## src/rtl/sp_ram_arb_pkg.sv

```systemverilog
// Shared types for the two-master single-port RAM front end.
// Request/response bundles and master identifiers.
package sp_ram_arb_pkg;

  localparam int unsigned MEM_AW = 32;
  localparam int unsigned MEM_DW = 32;
  localparam int unsigned MEM_BW = MEM_DW / 8;

  typedef enum logic [0:0] {
    PORT_M0 = 1'b0,
    PORT_M1 = 1'b1
  } port_id_e;

  typedef struct packed {
    logic [MEM_AW-1:0] addr;
    logic              we;
    logic [MEM_BW-1:0] be;
    logic [MEM_DW-1:0] wdata;
  } mem_req_t;

  typedef struct packed {
    logic              rvalid;
    logic [MEM_DW-1:0] rdata;
    logic              err;
  } mem_rsp_t;

  function automatic port_id_e other_port(input port_id_e p);
    return (p == PORT_M0) ? PORT_M1 : PORT_M0;
  endfunction

endpackage

```

## src/rtl/rr_arb2.sv

```systemverilog
// Two-way round-robin arbiter with combinational grant.
// Priority pointer moves to the loser after every grant.
module rr_arb2
  import sp_ram_arb_pkg::*;
(
  input  logic       clk,
  input  logic       rstn_i,
  input  logic [1:0] req_i,
  output logic [1:0] gnt_o
);

  port_id_e r_prio;
  port_id_e w_prio_nxt;

  always_comb begin
    gnt_o = 2'b00;
    if (req_i[0] && (!req_i[1] || r_prio == PORT_M0)) begin
      gnt_o = 2'b01;
    end else if (req_i[1]) begin
      gnt_o = 2'b10;
    end
  end

  always_comb begin
    w_prio_nxt = r_prio;
    if (gnt_o[0]) begin
      w_prio_nxt = other_port(PORT_M0);
    end else if (gnt_o[1]) begin
      w_prio_nxt = other_port(PORT_M1);
    end
  end

  always_ff @(posedge clk or negedge rstn_i) begin
    if (!rstn_i) begin
      r_prio <= PORT_M0;
    end else begin
      r_prio <= w_prio_nxt;
    end
  end

endmodule

```

## src/rtl/sp_ram_port_arb.sv

```systemverilog
// Two-master req/gnt/rvalid front end for a 1-cycle-latency single-port RAM.
// Round-robin grant, range check and one-cycle response return.
module sp_ram_port_arb
  import sp_ram_arb_pkg::*;
#(
  parameter int unsigned RAM_SIZE   = 32768,
  parameter int unsigned ADDR_WIDTH = $clog2(RAM_SIZE),
  parameter int unsigned DATA_WIDTH = MEM_DW
) (
  input  logic                    clk,
  input  logic                    rstn_i,

  input  logic                    m0_req_i,
  input  logic [31:0]             m0_addr_i,
  input  logic                    m0_we_i,
  input  logic [DATA_WIDTH/8-1:0] m0_be_i,
  input  logic [DATA_WIDTH-1:0]   m0_wdata_i,
  output logic                    m0_gnt_o,
  output logic                    m0_rvalid_o,
  output logic [DATA_WIDTH-1:0]   m0_rdata_o,
  output logic                    m0_err_o,

  input  logic                    m1_req_i,
  input  logic [31:0]             m1_addr_i,
  input  logic                    m1_we_i,
  input  logic [DATA_WIDTH/8-1:0] m1_be_i,
  input  logic [DATA_WIDTH-1:0]   m1_wdata_i,
  output logic                    m1_gnt_o,
  output logic                    m1_rvalid_o,
  output logic [DATA_WIDTH-1:0]   m1_rdata_o,
  output logic                    m1_err_o,

  output logic                    ram_en_o,
  output logic [ADDR_WIDTH-1:0]   ram_addr_o,
  output logic                    ram_we_o,
  output logic [DATA_WIDTH/8-1:0] ram_be_o,
  output logic [DATA_WIDTH-1:0]   ram_wdata_o,
  input  logic [DATA_WIDTH-1:0]   ram_rdata_i
);

  mem_req_t   w_req [2];
  mem_rsp_t   w_rsp [2];
  logic [1:0] w_gnt;
  mem_req_t   w_win;
  port_id_e   w_win_id;
  logic       w_any;
  logic       w_oor;
  logic       w_en;

  logic       r_rsp_valid;
  port_id_e   r_rsp_id;
  logic       r_rsp_err;

  assign w_req[0] = '{
    addr:  m0_addr_i,
    we:    m0_we_i,
    be:    m0_be_i,
    wdata: m0_wdata_i
  };
  assign w_req[1] = '{
    addr:  m1_addr_i,
    we:    m1_we_i,
    be:    m1_be_i,
    wdata: m1_wdata_i
  };

  rr_arb2 u_arb (
    .clk    (clk),
    .rstn_i (rstn_i),
    .req_i  ({m1_req_i, m0_req_i}),
    .gnt_o  (w_gnt)
  );

  assign m0_gnt_o = w_gnt[0];
  assign m1_gnt_o = w_gnt[1];

  always_comb begin
    w_win    = '0;
    w_win_id = PORT_M0;
    unique case (1'b1)
      w_gnt[0]: begin
        w_win    = w_req[0];
        w_win_id = PORT_M0;
      end
      w_gnt[1]: begin
        w_win    = w_req[1];
        w_win_id = PORT_M1;
      end
      default: ;
    endcase
  end

  assign w_any = |w_gnt;
  assign w_oor = |w_win.addr[31:ADDR_WIDTH];
  assign w_en  = w_any & ~w_oor;

  // Out-of-range accesses never touch the RAM; all ram_* stay quiet.
  assign ram_en_o    = w_en;
  assign ram_we_o    = w_en & w_win.we;
  assign ram_addr_o  = w_en ? w_win.addr[ADDR_WIDTH-1:0] : '0;
  assign ram_be_o    = w_en ? w_win.be : '0;
  assign ram_wdata_o = w_en ? w_win.wdata : '0;

  always_ff @(posedge clk or negedge rstn_i) begin
    if (!rstn_i) begin
      r_rsp_valid <= 1'b0;
      r_rsp_id    <= PORT_M0;
      r_rsp_err   <= 1'b0;
    end else begin
      r_rsp_valid <= w_any;
      r_rsp_id    <= w_win_id;
      r_rsp_err   <= w_any & w_oor;
    end
  end

  // Read data passes straight from the RAM; the RAM already holds it a cycle.
  always_comb begin
    for (int i = 0; i < 2; i++) begin
      w_rsp[i].rvalid = r_rsp_valid & (r_rsp_id == port_id_e'(i));
      w_rsp[i].err    = w_rsp[i].rvalid & r_rsp_err;
      w_rsp[i].rdata  = (w_rsp[i].rvalid & ~r_rsp_err) ? ram_rdata_i : '0;
    end
  end

  assign m0_rvalid_o = w_rsp[0].rvalid;
  assign m0_rdata_o  = w_rsp[0].rdata;
  assign m0_err_o    = w_rsp[0].err;
  assign m1_rvalid_o = w_rsp[1].rvalid;
  assign m1_rdata_o  = w_rsp[1].rdata;
  assign m1_err_o    = w_rsp[1].err;

endmodule

```

## config.mk

```make
export PLATFORM = sky130hd
export DESIGN_NAME = sp_ram_port_arb
export DESIGN_NICKNAME = d
export VERILOG_FILES = /design/src/rtl/sp_ram_arb_pkg.sv /design/src/rtl/rr_arb2.sv /design/src/rtl/sp_ram_port_arb.sv
export SDC_FILE = /design/constraint.sdc
export NUM_CORES = 1
export LEC_CHECK = 0
export CORE_AREA = 2 2 116 118
export DETAILED_ROUTE_END_ITERATION = 7
export DIE_AREA = 0 0 118 120
export PLACE_DENSITY = 0.6
export SYNTH_ARGS = -nofsm -noshare
export SYNTH_HDL_FRONTEND = slang
export SYNTH_SLANG_ARGS = --single-unit
```

## constraint.sdc

```tcl
create_clock -name clk -period 3.1 [get_ports clk]
set_input_delay 0.465 -clock clk [delete_from_list [all_inputs] [get_ports clk]]
set_output_delay 0.465 -clock clk [all_outputs]
set_load 0.02 [all_outputs]
```

==> impl_results.md <==
* DRC violations left at 0
* Die width at 118 um
* Pin count of the biggest net entering global routing at 56
* DR pass1 iterations at 4
* Vias in the first global route at 3178
* Hold slack at 0.449 ns
* First-pass GRT wire length at 16300 um
* CTS tree: built
* # H-tree levels at 1
* Total grt overflow at 0
* Clk buf depth at 2
* Clock power share at 27.4%
* Final Power at 718 uW
* Int Power at 518 uW
* Worst rel slew slack at 70.2%
* Gate Count Post-Synth at 285
* Avg Cell Area, Syn at 6.00 um^2
* Cell variety after synth at 20
* CP Capture Type: output port
* Pwr per Cell Area at 152 mW/mm^2
* Syn Std Cell Area at 0.00171 mm^2
* Worst-Margin Slew at 0.448 ns
* # Max-Cap Violations at 0
* Die area at 0.0142 mm^2
* Hold crit path type: primary input to async pin
* Quantity of I/O buffers inserted on ports at 296
* Final WL at 11400 um
* Clk slew on worst S/H paths at 0.03 ns
* Final hold vios at 0
* RSZ-0062 raised after global routing: false
* Clk Tree Root Cell: clkbuf_16
* Psw at 200 uW
* Worst EP required at 2.63 ns
* Max Clk Rate at 336 MHz
* Vias per inst at 4.35
* Commonest non-fill, non-tap cell in the layout: clkdlybuf4s50_1
* Flop pwr share at 8.2%
* Max Fanout on Critical Path at 27
* NumNets Final at 741
* Layout cells sized above 1 at 13.8%
* Tmin final at 2.98 ns
* Commonest non-fill, non-tap cells in the layout: 243 x clkdlybuf4s50_1, 104 x a21oi_1, 67 x and2_1
* # fillers at 1378
* Switching share of power at 27.9%
* Number of diodes at 0
* Routed vias at 3221
* Syn Nets at 459
* Die Ht at 120 um
* Period Utilization, post-route at 96.1%
* Sink Count at 4
* Skew-Pair Late Insertion Delay at 0.22 ns
* Clk_skew at 0.0000348 ns
* Area after DPL at 0.00484 mm^2
* Setup violators final at 0
* Number of antenna violations at the first check in global routing at 0
* CTS Buf Count at 3
* Startpoint types: primary input
* Post-CTS Hold Fix Bufs at 0
* Register area share after synthesis at 5.86%
* DP HPWL at 9150 um
* Core Area at 0.0130 mm^2
* Initial Utilization at 13.2%
* Global Route Usage Sum at 14.4%
* Layout area overhead at 176%
* Critical path class: primary input to output port
* Total I/O pin count at 297
* 1st-iter DRT viols at 84
* Post-route ant nets at 0
* VDD IR-drop max at 0.105 mV
* Final number of max-transition violations at 0
* Global placement routability congestion at 0.823
* Row count at 42
* Power share of the combinational group at 64.4%
* Status: finished clean
* Average wire per cell in the routed design at 15.4 um
* Yosys warnings at 0
* Leak at 2.03 nW
* Post-synthesis sequential element count at 4
* Design area at 0.00472 mm^2
* CP arrival at 2.52 ns
==> critical path, cell delays in order <==
cell,delay [ns]
clkdlybuf4s50_1,0.41
or4_1,0.53
or4_4,0.56
buf_12,0.19
a21oi_1,0.15
buf_2,0.19
==> power groups by stage <==
stage	clock network, mW	logic (mW)	registers (mW)
finish	0.197	0.462	0.0587
global route	0.203	0.493	0.0591
CTS	0.201	0.466	0.0588
detailed placement	0	0.463	0.0593
global placement	0	0.458	0.0592
floorplan	0	0.150	0.0586
==> state kept, by name (all words and copies together) (netlist names) <==
name / count
r_rsp_valid: 1
r_rsp_id: 1
r_rsp_err: 1
u_arb.r_prio: 1
==> metal layers <==
| layer | GRT usage (%) | wire [um] | vias to the layer above |
|---|---|---|---|
| met1 | 14.7 | 4240 | 1438 |
| met2 | 28.6 | 5900 | 200 |
| met3 | 3.23 | 960 | 18 |
| met5 | 0 | 0 | - |
| li1 | - | - | 1565 |
| met4 | 4.44 | 280 | 0 |
==> Yosys cell counts <==
master | n | area share, %
a21oi_1 | 104 | 30
and2_1 | 67 | 25
and3_1 | 53 | 19
clkbuf_1 | 27 | 5.9
buf_8 | 5 | 4.4
nor4_1 | 5 | 1.8
dfrtp_1 | 4 | 5.9
nor2b_1 | 3 | 1.1
or4_1 | 3 | 1.3
inv_1 | 2 | 0.44
nand4_1 | 2 | 0.73
nor3_1 | 2 | 0.59
a21bo_2 | 1 | 0.59
a21oi_2 | 1 | 0.51
and3_2 | 1 | 0.44
buf_1 | 1 | 0.22
buf_6 | 1 | 0.66
inv_2 | 1 | 0.22
mux2i_1 | 1 | 0.59
nor2_1 | 1 | 0.22
==> worst paths after layout <==
path	slack (ns)	startpoint	cells past startpoint	endpoint
min in group clk	0.47	u_arb.r_prio	1	u_arb.r_prio
max reg2reg	1.29	u_arb.r_prio	6	r_rsp_err
max	0.12	m1_addr_i[18]	6	ram_wdata_o[7]
max in group asynchronous	2.48	rstn_i	1	r_rsp_err
min	0.45	rstn_i	1	r_rsp_id
min reg2reg	0.47	u_arb.r_prio	1	u_arb.r_prio
==> metrics by stage <==
stage / setup WS, ns / cells / util [%] / setup TNS, ns
floorplan: 0.549 / 285 / - / 0
global placement: -0.524 / 737 / 37.3 / -25.10
detailed placement: -0.514 / 737 / 37.3 / -25.08
CTS: 0.000375 / 741 / 37.3 / 0
global route: 0.00782 / 741 / 36.4 / 0
finish: 0.120 / 741 / 36.4 / 0
==> cell families after synthesis <==
group	count (synthesis)	synth area share (%)
mux	1	0.586
simple gates	137	50.1
buf+inv	37	11.9
flops	4	5.86
compound gates	106	31.6
==> layout make-up <==
type / count / area (um^2) / share of cell area [%]
clock buffers: 3 / 75.1 / 1.59
inverters: 3 / 11.3 / 0.239
multi-input cells: 244 / 1430 / 30.3
flip-flops and latches: 4 / 100 / 2.12
well taps: 176 / 220 / 4.67
repair buffers: 311 / 2880 / 61.0
==> repair_timing <==
item	CTS	global route
buffers inserted	0	0
resized for setup	167	36
endpoints found under the setup margin	53	53
gates cloned	1	0
Power figures use the tool's default switching activity.
